## src/rtl/rosetta_loop_sequencer.sv

```systemverilog
// Loop/address sequencer: runs nested MVMA k/i/j counters or a flat element loop,
// emits loop-end flags and AM/WM/BM addresses; all loop state freezes while hold is high.
module rosetta_loop_sequencer #(
  parameter int CNT_W  = 8,
  parameter int ADDR_W = 10
) (
  input  logic              clk,
  input  logic              rst_n,
  input  logic              start,
  input  logic              mode,
  input  logic [CNT_W-1:0]  k_last,
  input  logic [CNT_W-1:0]  i_last,
  input  logic [CNT_W-1:0]  j_last,
  input  logic [CNT_W-1:0]  e_last,
  input  logic [ADDR_W-1:0] src0_base,
  input  logic [ADDR_W-1:0] src1_base,
  input  logic [ADDR_W-1:0] dst_base,
  input  logic [ADDR_W-1:0] wm_base,
  input  logic [ADDR_W-1:0] bm_base,
  input  logic              hold,
  output logic              k_end,
  output logic              i_end,
  output logic              j_end,
  output logic              j_end_reg,
  output logic              e_end,
  output logic [ADDR_W-1:0] am_src0_addr,
  output logic [ADDR_W-1:0] am_src1_addr,
  output logic [ADDR_W-1:0] am_dst_addr,
  output logic [ADDR_W-1:0] wm_addr,
  output logic [ADDR_W-1:0] bm_addr,
  output logic              busy
);

  typedef enum logic [1:0] {
    ST_IDLE = 2'd0,
    ST_MVMA = 2'd1,
    ST_ELEM = 2'd2,
    ST_FIN  = 2'd3
  } state_t;

  state_t state;
  state_t state_nxt;

  logic [CNT_W-1:0]  k, i, j, e;
  logic [CNT_W-1:0]  k_nxt, i_nxt, j_nxt, e_nxt;
  logic [CNT_W-1:0]  k_lim, i_lim, j_lim, e_lim;
  logic [ADDR_W-1:0] src0_b, src1_b, dst_b, bm_b;
  logic              fin_mvma;

  logic launch;
  logic adv;
  logic k_wrap, i_wrap, j_wrap, e_wrap;

  assign launch = (state == ST_IDLE) && start;
  assign adv    = ((state == ST_MVMA) || (state == ST_ELEM)) && !hold;

  // Wrap conditions chain inner-to-outer so a j wrap implies i and k wraps.
  assign k_wrap = (k == k_lim);
  assign i_wrap = k_wrap && (i == i_lim);
  assign j_wrap = i_wrap && (j == j_lim);
  assign e_wrap = (e == e_lim);

  // Flags decode the current counters, so they remain valid across stalls.
  assign k_end = (state == ST_MVMA) && k_wrap;
  assign i_end = (state == ST_MVMA) && i_wrap;
  assign e_end = (state == ST_ELEM) && e_wrap;
  assign j_end = (state == ST_FIN) && fin_mvma;
  assign busy  = (state != ST_IDLE);

  always_ff @(posedge clk or negedge rst_n) begin
    if (!rst_n) begin
      state <= ST_IDLE;
    end else begin
      state <= state_nxt;
    end
  end

  always_comb begin
    state_nxt = state;
    case (state)
      ST_IDLE: begin
        if (start) begin
          state_nxt = mode ? ST_ELEM : ST_MVMA;
        end
      end
      ST_MVMA: begin
        if (adv && j_wrap) begin
          state_nxt = ST_FIN;
        end
      end
      ST_ELEM: begin
        if (adv && e_wrap) begin
          state_nxt = ST_FIN;
        end
      end
      ST_FIN: begin
        state_nxt = ST_IDLE;
      end
      default: begin
        state_nxt = ST_IDLE;
      end
    endcase
  end

  always_comb begin
    k_nxt = k_wrap ? '0 : k + CNT_W'(1);
    i_nxt = i;
    j_nxt = j;
    if (k_wrap) begin
      i_nxt = i_wrap ? '0 : i + CNT_W'(1);
    end
    if (i_wrap) begin
      j_nxt = j_wrap ? '0 : j + CNT_W'(1);
    end
    e_nxt = e_wrap ? '0 : e + CNT_W'(1);
  end

  always_ff @(posedge clk or negedge rst_n) begin
    if (!rst_n) begin
      k        <= '0;
      i        <= '0;
      j        <= '0;
      e        <= '0;
      k_lim    <= '0;
      i_lim    <= '0;
      j_lim    <= '0;
      e_lim    <= '0;
      src0_b   <= '0;
      src1_b   <= '0;
      dst_b    <= '0;
      bm_b     <= '0;
      fin_mvma <= 1'b0;
    end else if (launch) begin
      k        <= '0;
      i        <= '0;
      j        <= '0;
      e        <= '0;
      k_lim    <= k_last;
      i_lim    <= i_last;
      j_lim    <= j_last;
      e_lim    <= e_last;
      src0_b   <= src0_base;
      src1_b   <= src1_base;
      dst_b    <= dst_base;
      bm_b     <= bm_base;
      fin_mvma <= !mode;
    end else if (adv) begin
      if (state == ST_MVMA) begin
        k <= k_nxt;
        i <= i_nxt;
        j <= j_nxt;
      end else begin
        e <= e_nxt;
      end
    end
  end

  // Addresses are registered alongside the counters they are derived from.
  always_ff @(posedge clk or negedge rst_n) begin
    if (!rst_n) begin
      am_src0_addr <= '0;
      am_src1_addr <= '0;
      am_dst_addr  <= '0;
      wm_addr      <= '0;
      bm_addr      <= '0;
    end else if (launch) begin
      am_src0_addr <= src0_base;
      am_src1_addr <= src1_base;
      am_dst_addr  <= dst_base;
      if (!mode) begin
        wm_addr <= wm_base;
        bm_addr <= bm_base;
      end
    end else if (adv) begin
      if (state == ST_MVMA) begin
        am_src0_addr <= src0_b + ADDR_W'(k_nxt);
        am_dst_addr  <= dst_b + ADDR_W'(j_nxt);
        bm_addr      <= bm_b + ADDR_W'(j_nxt);
        wm_addr      <= wm_addr + ADDR_W'(1);
      end else begin
        am_src0_addr <= src0_b + ADDR_W'(e_nxt);
        am_src1_addr <= src1_b + ADDR_W'(e_nxt);
        am_dst_addr  <= dst_b + ADDR_W'(e_nxt);
      end
    end
  end

  always_ff @(posedge clk or negedge rst_n) begin
    if (!rst_n) begin
      j_end_reg <= 1'b0;
    end else begin
      j_end_reg <= j_end;
    end
  end

endmodule

```

## config.mk

```make
export PLATFORM = sky130hd
export DESIGN_NAME = rosetta_loop_sequencer
export DESIGN_NICKNAME = d
export VERILOG_FILES = /design/src/rtl/rosetta_loop_sequencer.sv
export SDC_FILE = /design/constraint.sdc
export NUM_CORES = 1
export LEC_CHECK = 0
export ABC_AREA = 1
export BUFFER_PORTS_ARGS = -buffer_cell sky130_fd_sc_hd__buf_2
export CORE_MARGIN = 3
export CORE_UTILIZATION = 40
export CTS_CLUSTER_DIAMETER = 40
export DETAILED_ROUTE_END_ITERATION = 12
export SYNTH_ARGS = -nofsm -noshare
export SYNTH_HDL_FRONTEND = slang
export SYNTH_SLANG_ARGS = --single-unit
```

## constraint.sdc

```tcl
create_clock -name clk -period 3.9 [get_ports clk]
set_clock_uncertainty 0.1 [all_clocks]
set_input_delay 0.39 -clock clk [delete_from_list [all_inputs] [get_ports clk]]
set_output_delay 0.39 -clock clk [all_outputs]
set_load 0.01 [all_outputs]
```

After elaboration in Yosys (flattened, before gate mapping)
Cells that the tools add are included.
W data, S select, Z words.

storage, ports and cells
  flip-flop bits (word level) = 158
  latch bits = 0
  bits in writable memories = 0
  ROM bits = 0
  output and inout port bits = 56
  memories = 0

cells by class
  add/sub/neg operators = 11
  multipliers = 0
  divide/modulo/power cells = 0
  magnitude comparators = 0
  equal/unequal tests = 12
  shift-type cells = 0
  multiplexer cells = 40
  bitwise operators = 0
  reductions and logical operators = 23

operators by type and width
  operator                 number
  $mux W10                 17
  $mux W8                  18
  $add A10 B8 Y10          6
  $add A8 B1 Y8 const B    4
  $eq A8 B8 Y1             4
  $add A10 B1 Y10 const B  1
  $logic_and A1 B1 Y1      10
  $reduce_and A3 Y1        3
  $mux W2                  4
  $pmux W2 S4              1
  $reduce_bool A2 Y1       4
  $ne A2 B2 Y1 const B     3
  $eq A2 B2 Y1 const B     2
  $ne A2 B1 Y1 const B     2
  $reduce_and A2 Y1        2
  $eq A2 B1 Y1 const B     1
  $logic_not A1 Y1         2
  $logic_not A2 Y1         1
  $logic_or A1 B1 Y1       1

Depth between registers and ports, before layout
Gate-level depths: netlist (run 1).

  depth after elaboration = 9
  mapped depth = 28

Worst setup path before layout (run 1)
OpenSTA, ideal clock, no wires.

  path kind = reg-to-reg
  start point = register state[1]
  end point = register am_src0_addr[9]
  arrival = 2.512 ns
  data required time = 3.687 ns
  slack = 1.175 ns
  stages on the path, launching flop included = 19
  buffers on the path = 2
  cells stage by stage = dfrtp_1 inv_1 ha_1 buf_4 inv_1 clkbuf_1 nand2_1 o21ai_0 inv_1 ha_1 a21oi_1 o21ai_0 nand2_1 nand2_1 nand2_1 nand3_1 nand3b_1 nand2_1 inv_1

between the ends
  cells in the longest elaborated chain, start to end = 4
  elaborated cells on any way between the ends = 10
  classes of those cells = eq/ne: 2; mux: 3; reduce/logical: 5

ends and longest elaborated chain
  item                                                    RTL line  source
  start: declaration                                      41        state_t state;
  start signal: assignment                                74        state <= state_nxt;
  $eq A2 B1 Y1 / $eq A2 B2 Y1 (equally long branches)     55, 175
  $mux W10 / $logic_or A1 B1 Y1 (equally long branches)   175, 55
  $mux W10 / $logic_and A1 B1 Y1 (equally long branches)  174, 55
  $mux W10 / $reduce_bool A2 Y1 (equally long branches)   -
  end signal: assignment                                  167       am_src0_addr <= src0_base;
  end signal: assignment                                  176       am_src0_addr <= src0_b + ADDR_W'(k_nxt);
  end signal: assignment                                  181       am_src0_addr <= src0_b + ADDR_W'(e_nxt);
  end: declaration                                        26        output logic [ADDR_W-1:0] am_src0_addr,

Several ways; a longest one is shown, not always the timed one. The select of a mux whose other input is x is not followed.
A chain may end at the register's enable or synchronous reset.

Final worst setup path (run 1)
  start point = register i[4]
  end point = register am_dst_addr[9]

between the ends
  cells in the longest elaborated chain, start to end = 9

ends and longest elaborated chain
  item                      RTL line  source
  start: declaration        44        logic [CNT_W-1:0] k, i, j, e;
  start signal: assignment  150       i <= i_nxt;
  $eq A8 B8 Y1 (*)          59        assign i_wrap = k_wrap && (i == i_lim);
  $logic_and A1 B1 Y1 (*)   59
  $logic_and A1 B1 Y1       60        assign j_wrap = i_wrap && (j == j_lim);
  $mux W8                   113       j_nxt = j_wrap ? '0 : j + CNT_W'(1);
  $mux W8 (*)               112       if (i_wrap) begin
  $add A10 B8 Y10 (*)       177       am_dst_addr <= dst_b + ADDR_W'(j_nxt);
  $mux W10 (*)              175       if (state == ST_MVMA) begin
  $mux W10 (*)              174       end else if (adv) begin
  $mux W10 (*)              166       end else if (launch) begin
  end signal: assignment    169       am_dst_addr <= dst_base;
  end signal: assignment    177
  end signal: assignment    183       am_dst_addr <= dst_b + ADDR_W'(e_nxt);
  end: declaration          28        output logic [ADDR_W-1:0] am_dst_addr,

Mark *: on every way between the ends. The rest lies on a longest branch, timed or not. The select of a mux whose other input is x is not followed.

==> impl_metrics.yaml, run 1 <==
worst_hold_path:
  hold_class: "primary input to asynchronous set/reset pin"
timing:
  timing.final.crit_share: 0.8645
  setup_tns_ns: 0
  fmax_mhz: 296.6
  relSlewSlack: 0.3751
  hold_slack_ns: -0.03548
  hold_viol_final: 19
  maxSlewViolCount: 0
  setup_viol: 0
  tightest_slew_ns: 0.9374
  period_needed_ns: 3.371
  rsz0062_at_grt: "false"
worst_setup_path:
  critPathCapture: "am_dst_addr[9]$_DFFE_PN0P_"
  path_max_fanout: 15
  timing.rr.start: "i[4]$_DFFE_PN0P_"
  r2r_cells: 22
  critPathLaunch: "i[4]$_DFFE_PN0P_"
  required_ns: 4.13
  cp_slowest_cell: "dfrtp_1"
  critPathCaptureType: "flop"
  worst-path-buf-inv: 4
  worstPathArrival_ns: 3.60
  cp-start-kind: "flop"
  rrSetupSlack_ns: 0.53
  cp_top_family: "simple AND/OR/NAND/NOR gates"
  max_stage_delay_ns: 0.44
  path_depth: 22
  r2r-end: "am_dst_addr[9]$_DFFE_PN0P_"
  crit_path_frequent_cell: "nand2_1"
  crit_chain: "inv_1, nand2_1, nand2_1, nand2_1, nor2_1, nand2_1, nor2_8, inv_2, nand2_1, nand3_1, nand2_2, inv_2, ha_1, a21oi_1, o21ai_0, nand2_1, nand2_1, nand2_1, nand3_1, nand3b_1, nand2_1, inv_1"
  critical_path_class: "flop to flop"
drt:
  viasPerCell: 4.935
  drc: 0
  wl_per_cell_um: 14.74
  wl_um: 25330
  drt-initial-drc-count: 513
  postRouteAntennaNets: 0
  vias: 8478
  first_pass_iters: 5
clocking:
  cts.repair.resized: 0
  clkSinkCount: 158
  clock_latency_ns: 0.43
  clk_pin_slew_worst_paths_ns: 0.06
  cts_tree: "yes"
  postCtsSetupRepairBufs: 0
  htree_levels: 4
  cts_root_buf: "clkbuf_16"
  holdBufCountCts: 0
  numCtsBuffers: 17
  cts.path.max_buffers: 2
synthesis:
  ys_ff_latch: 158
  syn_avg_cell_area_sq_um: 7.429
  synth.top_cell.area_share: 0.4207
  synth_area_sq_um: 9398
  synth_common_cells: "421 x nand2_1, 158 x dfrtp_1, 155 x inv_1"
  ys_seq_area_frac: 0.4207
  yosys_warnings: 0
  synth.distinct_cells: 39
  yosysMostFrequentCell: "nand2_1"
  synth_edf_count: 0
  async_flop_share: 1.000
  yosys-top-cells-area: "dfrtp_1 42%, nand2_1 17%, inv_1 6.2%"
  synth_fp_nets: 1398
  syn_inst: 1265
  synth_top_area_cell: "dfrtp_1"
  synth_flop_cell: "dfrtp_1"
global_route:
  grt_usage: 0.2064
  grt_max_degree: 94
  grt_overflow_total: 0
  antenna_found_initial: 0
  grt_pass1_wl_um: 42840
  grt_pass1_vias: 8547
floorplanning:
  num_io_pins: 143
  core-area_sq_um: 22850
  die_area_sq_um: 25370
  std_cell_rows: 55
  die_h_um: 159.3
  start_util: 0.4113
  fp.dieW_um: 159.3
layout:
  final_cells: 1718
  area_delta_synth_final_pct: 16.86
  num_antenna_cells: 0
  drive_gt1_frac: 0.1516
  final_nets: 1525
place:
  gp_congestion: 0.8971
  dp.final_hpwl_um: 18340
  numPortBuffers: 142
  dp.cells: 1686
power:
  total_power_uw: 9342
  peakVddDrop_v: 0.0003271
  p_leak_uw: 0.005910
  p_per_area_nw_per_um2: 850.7
status:
  failed_checks: "hold timing"
  status: "finished, violations left"
flow_run:
  drv_cap: 0
[worst min path at each step]
| stage | endpoint | slack (ns) | start |
|---|---|---|---|
| after floorplan | am_dst_addr[0]$_DFFE_PN0P_ | -0.006 | rst_n |
| after global placement | bm_addr[1]$_DFFE_PN0P_ | 0.36 | bm_addr[1]$_DFFE_PN0P_ |
| after detailed placement | bm_addr[1]$_DFFE_PN0P_ | 0.36 | bm_addr[1]$_DFFE_PN0P_ |
| after CTS | i[4]$_DFFE_PN0P_ | 0.007 | rst_n |
| after global routing | i[4]$_DFFE_PN0P_ | 0.04 | rst_n |
| final | i_lim[0]$_DFFE_PN0P_ | -0.04 | rst_n |
[metal layers]
layer  up-vias  GRT usage  routed length, um
met5         -          0                  0
met1      3966     0.2745              11910
met3        24    0.03876               1175
li1       4292          -                  -
met4         0    0.05491                389
met2       196     0.3474              11850
[cells in the final DEF (no fill, tap or decap), drive strengths merged, types with 4 or more instances in the layout]
| cell type | Yosys | layout |
|---|---|---|
| nor2 | 86 | 86 |
| nand2 | 425 | 425 |
| or2 | 10 | 10 |
| nor3 | 7 | 7 |
| o21ai | 94 | 94 |
| a21oi | 48 | 48 |
| nand4 | 14 | 14 |
| a21boi | 9 | 9 |
| o22ai | 17 | 17 |
| o221ai | 4 | 4 |
| nand3b | 10 | 10 |
| dfrtp | 158 | 158 |
| inv | 165 | 165 |
| clkinv | 0 | 5 |
| xnor2 | 20 | 20 |
| xor2 | 17 | 17 |
| a31oi | 18 | 18 |
| buf | 22 | 149 |
| nand3 | 69 | 69 |
| clkbuf | 19 | 22 |
| ha | 42 | 42 |
| fa | 4 | 4 |
[layout make-up]
cell class,count,area (sq um)
inverter,165,621.8
tap,313,391.6
sequential,158,3954
timing repair buffer,149,769.5
multi-input combinational,901,4643
clock inverter,10,137.6
clock buffer,22,464.2
fill,2299,11870
[where the power goes]
part	leakage (uW)	internal, uW	switching (uW)
Sequential	0.00196	2360	502
Clock	0.000290	1040	685
Combinational	0.00366	1740	3010
[stage by stage]
| stage | hold WS (ns) | utilization | setup slack (ns) | instance area, sq um |
|---|---|---|---|---|
| finish | -0.03548 | 0.4807 | 0.5286 | 10980 |
| global route | 0.03560 | 0.4807 | 0.1430 | 10980 |
| CTS | 0.007357 | 0.4807 | 0.4877 | 10980 |
| detailed placement | 0.3623 | 0.4543 | 0.5225 | 10380 |
| global placement | 0.3557 | 0.4543 | 0.5700 | 10380 |
| floorplan | -0.005591 | - | 1.175 | 9398 |
[worst register-to-register path, delay by kind of cell (launching register included)]
family | cells | cell delay (ns)
and+or+nand+nor | 15 | 1.66
adders and majority gates | 1 | 0.26
DFF | 1 | 0.44
AOI/OAI and AO/OA | 2 | 0.45
buffers and inverters | 4 | 0.38
[cells by family after synthesis]
group,count (synthesis),share of synthesized area
AO/OA/AOI/OAI,197,0.1156
XOR/XNOR,37,0.03448
adder cells (fa/ha/maj),46,0.06444
buffers and inverters,206,0.08601
flip-flops,158,0.4207
AND/OR/NAND/NOR,621,0.2788
(Power assumes the default switching activity.)
==> run 2, diff against run 1 <==
- ABC_AREA: 1 -> not set
==> run 2 against run 1 <==
The run now ends clean; non-clock buffer count increased by 20; critical path type unchanged; clock power fell by 3%; first-iteration DRC count fell by 7.6%; worst hold slack better by 0.081 ns; sequential share of layout area rose by 0.81 points.
==> impl_metrics.yaml, run 2 <==
synthesis:
  ys_seq_area_frac: 0.4362
  synth_top_area_cell: "dfrtp_1"
  synth-xor-area-share: 0.06571
  muxShareOfSynthArea: 0.02913
  synth-compound-area-share: 0.1561
  yosys.area_share.simple: 0.2123
  synth.top_cell.area_share: 0.4362
  syn_inst: 1045
  yosysMostFrequentCell: "nand2_1"
  synth_top_family_by_area: "simple AND/OR/NAND/NOR gates"
  syn_avg_cell_area_sq_um: 8.673
  synth_fa_ha_area_frac: 0.06681
  synth_edf_count: 0
  synth_area_sq_um: 9064
  synth_fp_nets: 1178
  synth_common_cells: "267 x nand2_1, 158 x dfrtp_1, 78 x nor2_1"
  ys_ff_latch: 158
  async_flop_share: 1.000
  yosys_warnings: 0
  synth_flop_cell: "dfrtp_1"
  yosys-top-cells-area: "dfrtp_1 44%, nand2_1 11%, ha_1 5.8%"
  synth.distinct_cells: 56
drt:
  wl_um: 24320
  viasPerCell: 5.310
  drc: 0
  wl_per_cell_um: 16.49
  vias: 7832
  first_pass_iters: 5
  postRouteAntennaNets: 0
  drt-initial-drc-count: 474
floorplanning:
  die_area_sq_um: 24500
  start_util: 0.4115
  std_cell_rows: 54
  core-area_sq_um: 22030
  fp.dieW_um: 156.5
  num_io_pins: 143
  die_h_um: 156.5
timing:
  relSlewSlack: 0.4206
  setup_tns_ns: 0
  period_needed_ns: 3.547
  hold_viol_final: 0
  rsz0062_at_grt: "false"
  timing.final.crit_share: 0.9094
  setup_viol: 0
  tightest_slew_ns: 0.8691
  maxSlewViolCount: 0
  fmax_mhz: 281.9
status:
  status: "finished, final reports clean"
worst_hold_path:
  hold_class: "primary input to flop"
power:
  seq_power_share: 0.350
  p_comb_frac: 0.439
  p_switching_uw: 3224
  p_per_area_nw_per_um2: 739.2
  pwr-share-clk: 0.211
  peakVddDrop_v: 0.0003476
  p_int_uw: 4715
  p_leak_uw: 0.005355
  swShare: 0.4061
worst_setup_path:
  cp-start-kind: "flop"
  worstPathArrival_ns: 3.76
  path_max_fanout: 13
  critical_path_class: "flop to flop"
  required_ns: 4.11
  critPathCaptureType: "flop"
global_route:
  grt_overflow_total: 0
  grt_usage: 0.2022
  grt_pass1_vias: 7666
  antenna_found_initial: 0
  grt_max_degree: 71
  grt_pass1_wl_um: 39780
layout:
  final_common_cell: "nand2_1"
  area_delta_synth_final_pct: 18.48
  final_cell_mix: "266 x nand2_1, 158 x dfrtp_1, 141 x buf_2"
  drive_gt1_frac: 0.1808
  num_antenna_cells: 0
  final_core_util: 0.4876
  final_nets: 1316
  nFillCells: 2177
clocking:
  numCtsBuffers: 17
  htree_levels: 4
  cts_tree: "yes"
  cts_root_buf: "clkbuf_16"
  cts.path.max_buffers: 2
  clk_pin_slew_worst_paths_ns: 0.06
  clkSinkCount: 158
  clock_latency_ns: 0.43
place:
  gp_congestion: 0.8535
  dp.final_hpwl_um: 17930
  numPortBuffers: 142
flow_run:
  drv_cap: 0
-- run 2: cell types whose count changed after synthesis, sizes merged, moves of 17 or more --
cell	delta
inv	-141
o21ai	-25
nand2	-158
and3	+20
xnor2	+30
nand3	-48
mux2i	+17
-- run 2: path summary, 6_finish.rpt --
check	startpoint	end	slack, ns	depth (start not counted)
setup reg to reg	k[4]$_DFFE_PN0P_	am_src0_addr[8]$_DFFE_PN0P_	0.35	14
setup / recovery	k[4]$_DFFE_PN0P_	am_src0_addr[8]$_DFFE_PN0P_	0.35	14
max in group asynchronous	rst_n	j[4]$_DFFE_PN0P_	2.36	3
hold reg to reg	fin_mvma$_DFFE_PN0P_	fin_mvma$_DFFE_PN0P_	0.37	1
min in group asynchronous	rst_n	am_dst_addr[3]$_DFFE_PN0P_	0.44	2
hold / removal	i_last[1]	i_lim[1]$_DFFE_PN0P_	0.05	3
-- run 2: cells by family after synthesis --
kind of cell,count (synthesis)
flip-flops,158
buffers and inverters,74
adder cells (fa/ha/maj),46
AND/OR/NAND/NOR,448
AO/OA/AOI/OAI,226
multiplexers,25
XOR/XNOR,68
-- run 2: routing by layer --
layer  up-vias  share of wire  global-route usage
met3        28          0.050             0.03567
met5         -              0                   0
met1      3737           0.47              0.2862
li1       3869              -                   -
met2       198           0.46              0.3196
met4         0          0.017             0.05752
-- run 2: worst max-delay path, cell delays in order (launching register included) --
cell and delay (ns):
dfrtp_1 0.45, xnor2_1 0.19, nand4_1 0.19, nor2_1 0.29
buf_4 0.25, nor2b_1 0.09, nand2_1 0.09, a21boi_0 0.33
fa_1 0.28, nor2b_1 0.06, o21ai_0 0.22, a21oi_1 0.15
o41ai_1 0.36, mux2i_1 0.29, nand3_1 0.09
-- run 2: area by class of cell --
| cell class | count | area [sq um] | share of cell area |
|---|---|---|---|
| clock buffers | 22 | 474.2 | 0.04416 |
| clock inverters | 9 | 110.1 | 0.01025 |
| inverters | 24 | 90.09 | 0.008389 |
| multi-input cells | 813 | 4838 | 0.4505 |
| flip-flops and latches | 158 | 3954 | 0.3682 |
| well taps | 280 | 350.3 | 0.03262 |
| repair buffers | 169 | 922.1 | 0.08587 |
-- run 2: power by group through the flow --
stage | Sequential [uW] | Combinational, uW | Clock, uW
floorplan | 2810 | 2300 | 0
global placement | 2800 | 3440 | 0
detailed placement | 2810 | 3500 | 0
CTS | 2780 | 3520 | 1710
global route | 2870 | 3950 | 1790
finish | 2780 | 3480 | 1680
-- run 2: per-stage QoR --
step                cells  total power, uW  worst slack, ns  hold WS, ns  area [sq um]
floorplan            1045             5108           0.5161    -0.005591          9064
global placement     1443             6241           0.1736       0.3551         10130
detailed placement   1443             6307           0.1405       0.3639         10130
finish               1475             7939           0.3532      0.04504         10740
global route         1475             8610          0.03842      0.04329         10740
CTS                  1475             8015           0.1402      0.03597         10720
-- run 2: repair_timing --
action                                 in CTS  in global routing
endpoints found under the hold margin      67                  0
hold buffers                                1                  0
setup endpoints to repair                   0                  3
resized for setup                           0                  5
setup buffers                               0                  0
